### src/rtl/uart_seq_pkg.sv
// Shared definitions for the UART init/TX sequencer: bus map, CR layout and FSM states.
package uart_seq_pkg;

   localparam int unsigned ADDR_W = 5;
   localparam int unsigned DATA_W = 32;
   localparam int unsigned DFR_W  = 16;
   localparam int unsigned BYTE_W = 8;

   localparam logic [ADDR_W-1:0] UART_CR    = 5'h00;
   localparam logic [ADDR_W-1:0] UART_TX_RX = 5'h04;
   localparam logic [ADDR_W-1:0] UART_DFR   = 5'h08;
   localparam logic [ADDR_W-1:0] UART_IRQ_M = 5'h0C;

   typedef enum logic [2:0] {
      IDLE,
      W_DFR,
      W_CR,
      W_IRQM,
      POLL,
      W_TX
   } seq_state_e;

   // CR register: low six bits are control, tx_full/rx_empty are read-only status.
   typedef struct packed {
      logic [23:0] rsvd;
      logic        rx_empty;
      logic        tx_full;
      logic [1:0]  rx_fifo_lvl;
      logic [1:0]  tx_fifo_lvl;
      logic        rec_en;
      logic        tr_en;
   } uart_cr_v;

   function automatic logic [DATA_W-1:0] cr_init_word();
      uart_cr_v cr;
      cr             = '0;
      cr.tr_en       = 1'b1;
      cr.rec_en      = 1'b1;
      cr.tx_fifo_lvl = 2'b11;
      cr.rx_fifo_lvl = 2'b11;
      return DATA_W'(cr);
   endfunction

endpackage

### src/rtl/rr_arb.sv
// Round-robin arbiter: search starts one past the last grant and wraps; pointer moves on i_upd.
module rr_arb #(
   parameter int unsigned NREQ = 2
) (
   input  logic            clk,
   input  logic            rstn,
   input  logic [NREQ-1:0] i_req,
   input  logic            i_upd,
   output logic [NREQ-1:0] o_grant_c
);

   localparam int unsigned      IDX_W    = (NREQ > 1) ? $clog2(NREQ) : 1;
   localparam logic [IDX_W-1:0] LAST_RST = IDX_W'(NREQ - 1);

   logic [IDX_W-1:0] r_last;
   logic [IDX_W-1:0] w_idx;
   logic [IDX_W-1:0] w_cand;
   logic             w_found;

   always_comb begin
      o_grant_c = '0;
      w_idx     = r_last;
      w_cand    = '0;
      w_found   = 1'b0;
      for (int unsigned i = 1; i <= NREQ; i++) begin
         w_cand = IDX_W'((32'(r_last) + i) % NREQ);
         if (!w_found && i_req[w_cand]) begin
            w_found           = 1'b1;
            w_idx             = w_cand;
            o_grant_c[w_cand] = 1'b1;
         end
      end
   end

   always_ff @(posedge clk or negedge rstn) begin
      if (!rstn) begin
         r_last <= LAST_RST;
      end else if (i_upd && w_found) begin
         r_last <= w_idx;
      end
   end

endmodule

### src/rtl/uart_seq.sv
// UART bring-up sequencer: programs DFR/CR/IRQ mask, then polls tx_full and feeds
// bytes from NREQ round-robin requesters into the UART TX register.
module uart_seq
   import uart_seq_pkg::*;
#(
   parameter int unsigned NREQ    = 2,
   parameter logic [15:0] DFR_RST = 16'd100
) (
   input  logic                     clk,
   input  logic                     rstn,
   input  logic [DFR_W-1:0]         cfg_dfr,
   input  logic                     cfg_upd,
   input  logic [NREQ-1:0]          tx_req,
   input  logic [BYTE_W*NREQ-1:0]   tx_data,
   output logic [NREQ-1:0]          tx_ack,
   output logic                     init_done,
   output logic [ADDR_W-1:0]        m_addr,
   output logic                     m_re,
   output logic                     m_we,
   output logic [DATA_W-1:0]        m_wd,
   input  logic [DATA_W-1:0]        m_rd
);

   seq_state_e        r_state;
   seq_state_e        w_state_nxt;
   logic [DFR_W-1:0]  r_dfr;
   logic [DFR_W-1:0]  w_dfr_val;
   logic [NREQ-1:0]   w_grant;
   logic [BYTE_W-1:0] w_byte;
   uart_cr_v          w_cr;
   logic              w_tx_full;
   logic              w_upd_grant;
   logic              w_unused_rd;

   // m_rd is only meaningful in POLL, where m_addr holds UART_CR.
   assign w_cr        = uart_cr_v'(m_rd);
   assign w_tx_full   = w_cr.tx_full;
   assign w_unused_rd = ^{w_cr.rsvd, w_cr.rx_empty, w_cr.rx_fifo_lvl,
                          w_cr.tx_fifo_lvl, w_cr.rec_en, w_cr.tr_en};

   // A same-cycle cfg_upd must reach the DFR write that it triggers.
   assign w_dfr_val   = cfg_upd ? cfg_dfr : r_dfr;
   assign w_upd_grant = (r_state == POLL) && (w_state_nxt == W_TX);

   rr_arb #(
      .NREQ (NREQ)
   ) u_arb (
      .clk       (clk),
      .rstn      (rstn),
      .i_req     (tx_req),
      .i_upd     (w_upd_grant),
      .o_grant_c (w_grant)
   );

   always_comb begin
      w_byte = '0;
      for (int unsigned i = 0; i < NREQ; i++) begin
         if (w_grant[i]) begin
            w_byte = tx_data[BYTE_W*i +: BYTE_W];
         end
      end
   end

   always_comb begin
      w_state_nxt = r_state;
      case (r_state)
         IDLE:   w_state_nxt = W_DFR;
         W_DFR:  w_state_nxt = cfg_upd ? W_DFR : W_CR;
         W_CR:   w_state_nxt = cfg_upd ? W_DFR : W_IRQM;
         W_IRQM: w_state_nxt = cfg_upd ? W_DFR : POLL;
         POLL: begin
            if (cfg_upd) begin
               w_state_nxt = W_DFR;
            end else if (!w_tx_full && (|tx_req)) begin
               w_state_nxt = W_TX;
            end
         end
         W_TX:   w_state_nxt = cfg_upd ? W_DFR : POLL;
         default: w_state_nxt = IDLE;
      endcase
   end

   // Outputs are decoded from the next state so each bus access is registered.
   always_ff @(posedge clk or negedge rstn) begin
      if (!rstn) begin
         r_state   <= IDLE;
         r_dfr     <= DFR_RST;
         tx_ack    <= '0;
         init_done <= 1'b0;
         m_addr    <= '0;
         m_re      <= 1'b0;
         m_we      <= 1'b0;
         m_wd      <= '0;
      end else begin
         r_state   <= w_state_nxt;
         r_dfr     <= w_dfr_val;
         tx_ack    <= '0;
         init_done <= 1'b0;
         m_addr    <= '0;
         m_re      <= 1'b0;
         m_we      <= 1'b0;
         m_wd      <= '0;
         case (w_state_nxt)
            W_DFR: begin
               m_we   <= 1'b1;
               m_addr <= UART_DFR;
               m_wd   <= DATA_W'(w_dfr_val);
            end
            W_CR: begin
               m_we   <= 1'b1;
               m_addr <= UART_CR;
               m_wd   <= cr_init_word();
            end
            W_IRQM: begin
               m_we   <= 1'b1;
               m_addr <= UART_IRQ_M;
            end
            POLL: begin
               m_re      <= 1'b1;
               m_addr    <= UART_CR;
               init_done <= 1'b1;
            end
            W_TX: begin
               m_we      <= 1'b1;
               m_addr    <= UART_TX_RX;
               m_wd      <= DATA_W'(w_byte);
               tx_ack    <= w_grant;
               init_done <= 1'b1;
            end
            default: ;
         endcase
      end
   end

endmodule

### config.mk
export PLATFORM = sky130hd
export DESIGN_NAME = uart_seq
export DESIGN_NICKNAME = d
export VERILOG_FILES = /design/src/rtl/uart_seq_pkg.sv /design/src/rtl/rr_arb.sv /design/src/rtl/uart_seq.sv
export SDC_FILE = /design/constraint.sdc
export NUM_CORES = 1
export LEC_CHECK = 0
export ABC_AREA = 1
export CAP_MARGIN = 10
export CORE_AREA = 2 2 93 95
export DETAILED_ROUTE_END_ITERATION = 6
export DIE_AREA = 0 0 95 97
export PLACE_DENSITY_LB_ADDON = 0.25
export SLEW_MARGIN = 25
export SYNTH_ARGS = -nofsm -noshare
export SYNTH_HDL_FRONTEND = slang
export SYNTH_HIERARCHICAL = 1
export SYNTH_SLANG_ARGS = --single-unit
export TNS_END_PERCENT = 50
### constraint.sdc
create_clock -name clk -period 1.9 [get_ports clk]
set_clock_uncertainty 0.05 [all_clocks]
set_input_delay 0.38 -clock clk [delete_from_list [all_inputs] [get_ports clk]]
set_output_delay 0.38 -clock clk [all_outputs]
set_load 0.03 [all_outputs]
==> results of run 1 <==
## routing by layer
| metal | vias up | track usage (%) | routed length, um | part of all wire [%] |
|---|---|---|---|---|
| met5 | - | 0 | 0 | 0 |
| met1 | 633 | 14.32 | 2198 | 50 |
| met2 | 66 | 13.75 | 1790 | 41 |
| met4 | 0 | 3.010 | 35 | 0.80 |
| li1 | 736 | - | - | - |
| met3 | 5 | 3.349 | 363 | 8.3 |
## cells by family after synthesis
family	count (synthesis)	share of synthesized area (%)
AND/OR/NAND/NOR	88	22.82
AO/OA/AOI/OAI	25	9.206
flip-flops	43	54.48
other	1	0.1890
buffers and inverters	42	13.30
## synthesized netlist by cell type, types with 2 or more instances
| cell type | n |
|---|---|
| inv_1 | 14 |
| a22oi_1 | 2 |
| inv_2 | 2 |
| clkbuf_1 | 2 |
| nand2_4 | 3 |
| dfstp_2 | 4 |
| buf_6 | 2 |
| o21ai_0 | 11 |
| buf_4 | 19 |
| dfrtp_1 | 39 |
| a22o_1 | 6 |
| nor2_1 | 17 |
| nand2_1 | 33 |
| or2_2 | 8 |
| nand3_1 | 18 |
| nor2_4 | 2 |
| nand3_2 | 3 |
| o21ai_2 | 2 |
| nand2_2 | 3 |
## registers in the layout, indices dropped and copies added, names as in the netlist
| register | flops |
|---|---|
| m_wd | 16 |
| r_dfr | 16 |
| r_state | 3 |
| m_addr | 2 |
| tx_ack | 2 |
| init_done | 1 |
| m_re | 1 |
| m_we | 1 |
| u_arb/r_last | 1 |
## cell type report
cell class              count  share of cell area [%]
flip-flops and latches     43                   38.62
multi-input cells         132                   25.35
repair buffers             71                   24.77
well taps                 105                   4.694
clock buffers               6                   2.950
inverters                  17                   2.369
clock inverters             2                   1.252
## power by group
group          leakage [nW]  internal, W  switching (W)  total [W]
Clock                0.0612     0.000426       0.000315   0.000741
Sequential            0.527      0.00117      0.0000812    0.00125
Combinational         0.718     0.000710        0.00109    0.00180
Total                  1.31      0.00231        0.00149    0.00380
## worst paths after layout
| kind | from | endpoint | slack (ps) | cells after the start |
|---|---|---|---|---|
| min | u_arb/r_last | u_arb/r_last | 430 | 2 |
| max | m_wd[4] | m_wd[4] | 140 | 1 |
| min in group asynchronous | rstn | m_wd[7] | 500 | 2 |
| min reg2reg | u_arb/r_last | u_arb/r_last | 430 | 2 |
| max in group asynchronous | rstn | r_dfr[6] | 670 | 3 |
| max reg2reg | u_arb/r_last | m_wd[3] | 360 | 7 |
## per-stage QoR
step           utilization [%]  hold slack [ps]  total power [W]  area [um2]
2_1_floorplan                -            34.41         0.002461        2052
3_3_place_gp             32.81            306.8         0.003076        2669
3_5_place_dp             32.81            318.3         0.003091        2669
4_1_cts                  34.38            432.3         0.003849        2796
5_1_grt                  34.41            458.5         0.004043        2799
6_report                 34.41            430.5         0.003795        2799
## timing repair
| item | 4_1_cts | 5_1_grt |
|---|---|---|
| resized for setup | 0 | 1 |
| endpoints found under the setup margin | 0 | 7 |
| setup buffers | 0 | 0 |
| hold buffers | 1 | 0 |
| endpoints found under the hold margin | 17 | 0 |
==> impl_metrics.py, run 1 <==
metrics = {
    "outcome": {
        "status": "complete, no violations",
    },
    "cells_and_area": {
        "antenna_cells": 0,
        "nets": 339,
        "final_cell_mix": "clkdlybuf4s50_1, dfrtp_1, nand2_1",
        "layout_commonest_cell": "clkdlybuf4s50_1",
        "multi_input_area_um2": 709.4,
        "drive_gt1_share_pct": 18.82,
        "stdcell_count": 376,
        "area_growth_pct": 41.05,
        "nFillCells": 858,
        "regArea_um2": 1081,
    },
    "timing": {
        "fin_ws_ps": 140.2,
        "fin_setup_tns_ps": 0,
        "setup_violations": 0,
        "slew_violations": 0,
        "min_period_ps": 1760,
        "finalHoldViolCount": 0,
        "rsz0062_at_grt": "no",
        "period_share_pct": 92.62,
        "max_freq_mhz": 568.2,
    },
    "synthesis": {
        "seq_area_frac_synth_pct": 54.48,
        "ys_async_sr_fraction_pct": 100.0,
        "synthesis.area_um2": 1984,
        "synthFlopType": "dfrtp_1",
        "synthDistinctLibCells": 28,
        "ys_seq_elements": 43,
        "synth_cells": 199,
        "synth_edf_count": 0,
        "yosysWarnings": 6,
        "synth_top_area_share_pct": 49.18,
        "syn_area_per_cell_um2": 9.972,
        "yosysTopAreaCell": "dfrtp_1",
        "synth_area_leaders": "dfrtp_1, buf_4, nand2_1",
    },
    "worst_hold_path": {
        "hold_class": "reg -> reg",
    },
    "place": {
        "portBuffers": 60,
        "routabilityCongestion": 0.7613,
        "post-place-ws_ps": -222.7,
        "placedCellCount": 367,
        "hpwl_um": 3294,
    },
    "drt": {
        "viasPerCell": 3.830,
        "wl_per_cell_um": 11.67,
        "drcViolationCount": 0,
        "drt_iter0_markers": 43,
        "drt_wl_total_um": 4387,
        "drt-pass1-iter-count": 4,
        "vias": 1440,
        "postRouteAntennaNets": 0,
    },
    "floorplanning": {
        "die_w_um": 95,
        "ios": 111,
        "die_area_um2": 9215,
        "die_h_um": 97,
        "start_util_pct": 24.40,
        "fp-row-count": 33,
        "core-area_um2": 8134,
    },
    "job": {
        "maxCapViolCount": 0,
    },
    "worst_setup_path": {
        "cpMaxStageDelayCell": "clkdlybuf4s50_1",
        "cp_max_fo": 1,
        "cp_data_arrival_time_ps": 1330,
        "path_class": "reg -> out",
        "critPathLaunchType": "register",
        "cpLargestDelayFamily": "buffers and inverters",
        "max_stage_delay_ps": 690,
        "crit_chain": "clkdlybuf4s50_1",
        "cp.required_ps": 1470,
        "crit_path_end_kind": "output pin",
        "cp_num_buf_inv": 1,
    },
    "global_routing": {
        "grt_pass1_vias": 1400,
        "track_usage_pct": 9.865,
        "grt_pass1_wl_um": 7024,
        "grt_antenna_before_repair": 0,
        "overflow": 0,
        "grt_max_degree": 21,
    },
    "power_and_ir_drop": {
        "power_density_nw_per_um2": 1356,
        "leakagePower_nw": 1.306,
        "irDropWorstVdd_v": 0.0004621,
    },
    "clock_network": {
        "cts_tree": "yes",
        "clock_sinks": 43,
        "clk_latency_ps": 290,
        "path_clk_slew_ps": 90,
        "clock_path_buffers": 2,
        "cts_root_buffer": "clkbuf_8",
        "numCtsBuffers": 5,
        "htree_num_levels": 2,
    },
}
Note: power is estimated with default switching activity, not from simulation.
==> run 2: changes to the inputs <==
ABC_CLOCK_PERIOD_IN_PS = 1900   (was not set)
==> results of run 2 <==
Final layout, timing and power as in run 1 (identical DEF).
==> run 3: changes to the inputs <==
CELL_PAD_IN_SITES_DETAIL_PLACEMENT = 1   (was not set)
CELL_PAD_IN_SITES_GLOBAL_PLACEMENT = 1   (was not set)
==> impl_metrics.py, run 3 (synthesis gave the netlist of run 1 again) <==
metrics = {
    "timing": {
        "max_freq_mhz": 572.0,
        "min_period_ps": 1748,
        "fin_setup_tns_ps": 0,
        "fin_ws_ps": 151.8,
        "setup_violations": 0,
        "finalHoldViolCount": 0,
        "rsz0062_at_grt": "no",
        "period_share_pct": 92.01,
        "slew_violations": 0,
    },
    "drt": {
        "viasPerCell": 3.955,
        "vias": 1495,
        "postRouteAntennaNets": 0,
        "drt_iter0_markers": 25,
        "drt-pass1-iter-count": 4,
        "drt_wl_total_um": 4695,
        "drcViolationCount": 0,
        "wl_per_cell_um": 12.42,
    },
    "cells_and_area": {
        "stdcell_count": 378,
        "drive_gt1_share_pct": 19.05,
        "layout_commonest_cell": "clkdlybuf4s50_1",
        "finish.utilization_pct": 34.27,
        "top_regs": "m_wd (16), r_dfr (16), r_state (3)",
        "antenna_cells": 0,
        "final_area_um2": 2788,
        "nets": 341,
        "nFillCells": 924,
        "area_growth_pct": 40.48,
        "final_cell_mix": "clkdlybuf4s50_1, dfrtp_1, nand2_1",
    },
    "clock_network": {
        "clock_sinks": 43,
        "clk_latency_ps": 300,
        "numCtsBuffers": 5,
        "path_clk_slew_ps": 80,
        "cts_post_setup_buffers_inserted": 0,
        "cts_tree": "yes",
        "clock_path_buffers": 2,
        "htree_num_levels": 2,
        "cts_root_buffer": "clkbuf_8",
    },
    "floorplanning": {
        "start_util_pct": 24.40,
        "ios": 111,
        "die_h_um": 97,
        "die_w_um": 95,
        "core-area_um2": 8134,
        "die_area_um2": 9215,
        "fp-row-count": 33,
    },
    "worst_setup_path": {
        "cpLargestDelayFamily": "buffers and inverters",
        "cp_data_arrival_time_ps": 1320,
        "crit_chain": "clkdlybuf4s50_1",
        "crit_path_end_kind": "output pin",
        "path_depth": 1,
        "path_class": "reg -> out",
        "cpMaxStageDelayCell": "clkdlybuf4s50_1",
        "max_stage_delay_ps": 670,
        "cp.required_ps": 1470,
        "critPathLaunchType": "register",
        "cp_max_fo": 1,
        "cp_num_buf_inv": 1,
        "reg2reg_depth": 7,
    },
    "global_routing": {
        "grt_pass1_wl_um": 7631,
        "grtUsageMet1_pct": 14.74,
        "track_usage_pct": 10.78,
        "overflow": 0,
        "grt_antenna_before_repair": 0,
        "grt_pass1_vias": 1502,
        "top_usage_layer": "met2",
        "grtUsageMet2_pct": 16.04,
        "grt_use_met3_pct": 3.349,
        "grt_max_degree": 22,
    },
    "power_and_ir_drop": {
        "irDropWorstVdd_v": 0.0004221,
        "leakagePower_nw": 1.303,
        "power_density_nw_per_um2": 1325,
    },
    "place": {
        "placed_area_um2": 2684,
        "portBuffers": 60,
        "post-place-ws_ps": -226.7,
        "routabilityCongestion": 0.7142,
        "placedCellCount": 369,
        "hpwl_um": 3589,
    },
    "worst_hold_path": {
        "min_path_cells": 2,
        "hold_class": "reg -> reg",
    },
    "job": {
        "maxCapViolCount": 0,
    },
    "outcome": {
        "status": "complete, no violations",
    },
}
-- run 3: cell count changes in the layout (fill, tap and decap cells not counted), sizes merged --
cell | previous run | this run
buf | 11 | 13
bufinv | 1 | 0
clkbuf | 6 | 7
-- run 3: metal layers --
metal | share of wire, % | routed length [um]
met1 | 47 | 2205
met2 | 44 | 2073
met3 | 7.4 | 348
met4 | 1.4 | 68
met5 | 0 | 0
-- run 3: path summary, 6_finish.rpt --
path                               from      endpoint  slack [ps]
min reg2reg                u_arb/r_last  u_arb/r_last         430
min in group asynchronous          rstn     r_dfr[13]         520
max reg2reg                u_arb/r_last       m_wd[3]         330
max in group asynchronous          rstn      r_dfr[6]         650
max                           tx_ack[0]     tx_ack[0]         150
min                        u_arb/r_last  u_arb/r_last         430
-- run 3: repair_timing --
| item | CTS | global route |
|---|---|---|
| hold endpoints to repair | 3 | 0 |
| resized for setup | 0 | 1 |
| hold buffers | 1 | 0 |
| endpoints found under the setup margin | 0 | 1 |
-- run 3: through the flow --
step | power [W] | hold WS (ps)
finish | 0.003695 | 426.5
CTS | 0.003760 | 429.7
detailed placement | 0.003130 | 336.8
global route | 0.003944 | 455.0
global placement | 0.003108 | 323.7
floorplan | 0.002461 | 34.41
-- run 3: layout make-up --
class                   instances  area, um2  share of cell area (%)
multi-input cells             132      709.4                   25.45
repair buffers                 73      708.2                   25.40
inverters                      17      66.31                   2.379
clock buffers                   7      86.33                   3.097
well taps                     105      131.4                   4.713
flip-flops and latches         43       1081                   38.78
clock inverters                 1      5.005                  0.1795
-- run 3: power breakdown --
part | switching [W] | internal, W | leakage [nW]
logic | 0.00110 | 0.000729 | 0.728
registers | 0.0000862 | 0.00117 | 0.527
clock network | 0.000315 | 0.000294 | 0.0482
total | 0.00150 | 0.00219 | 1.30
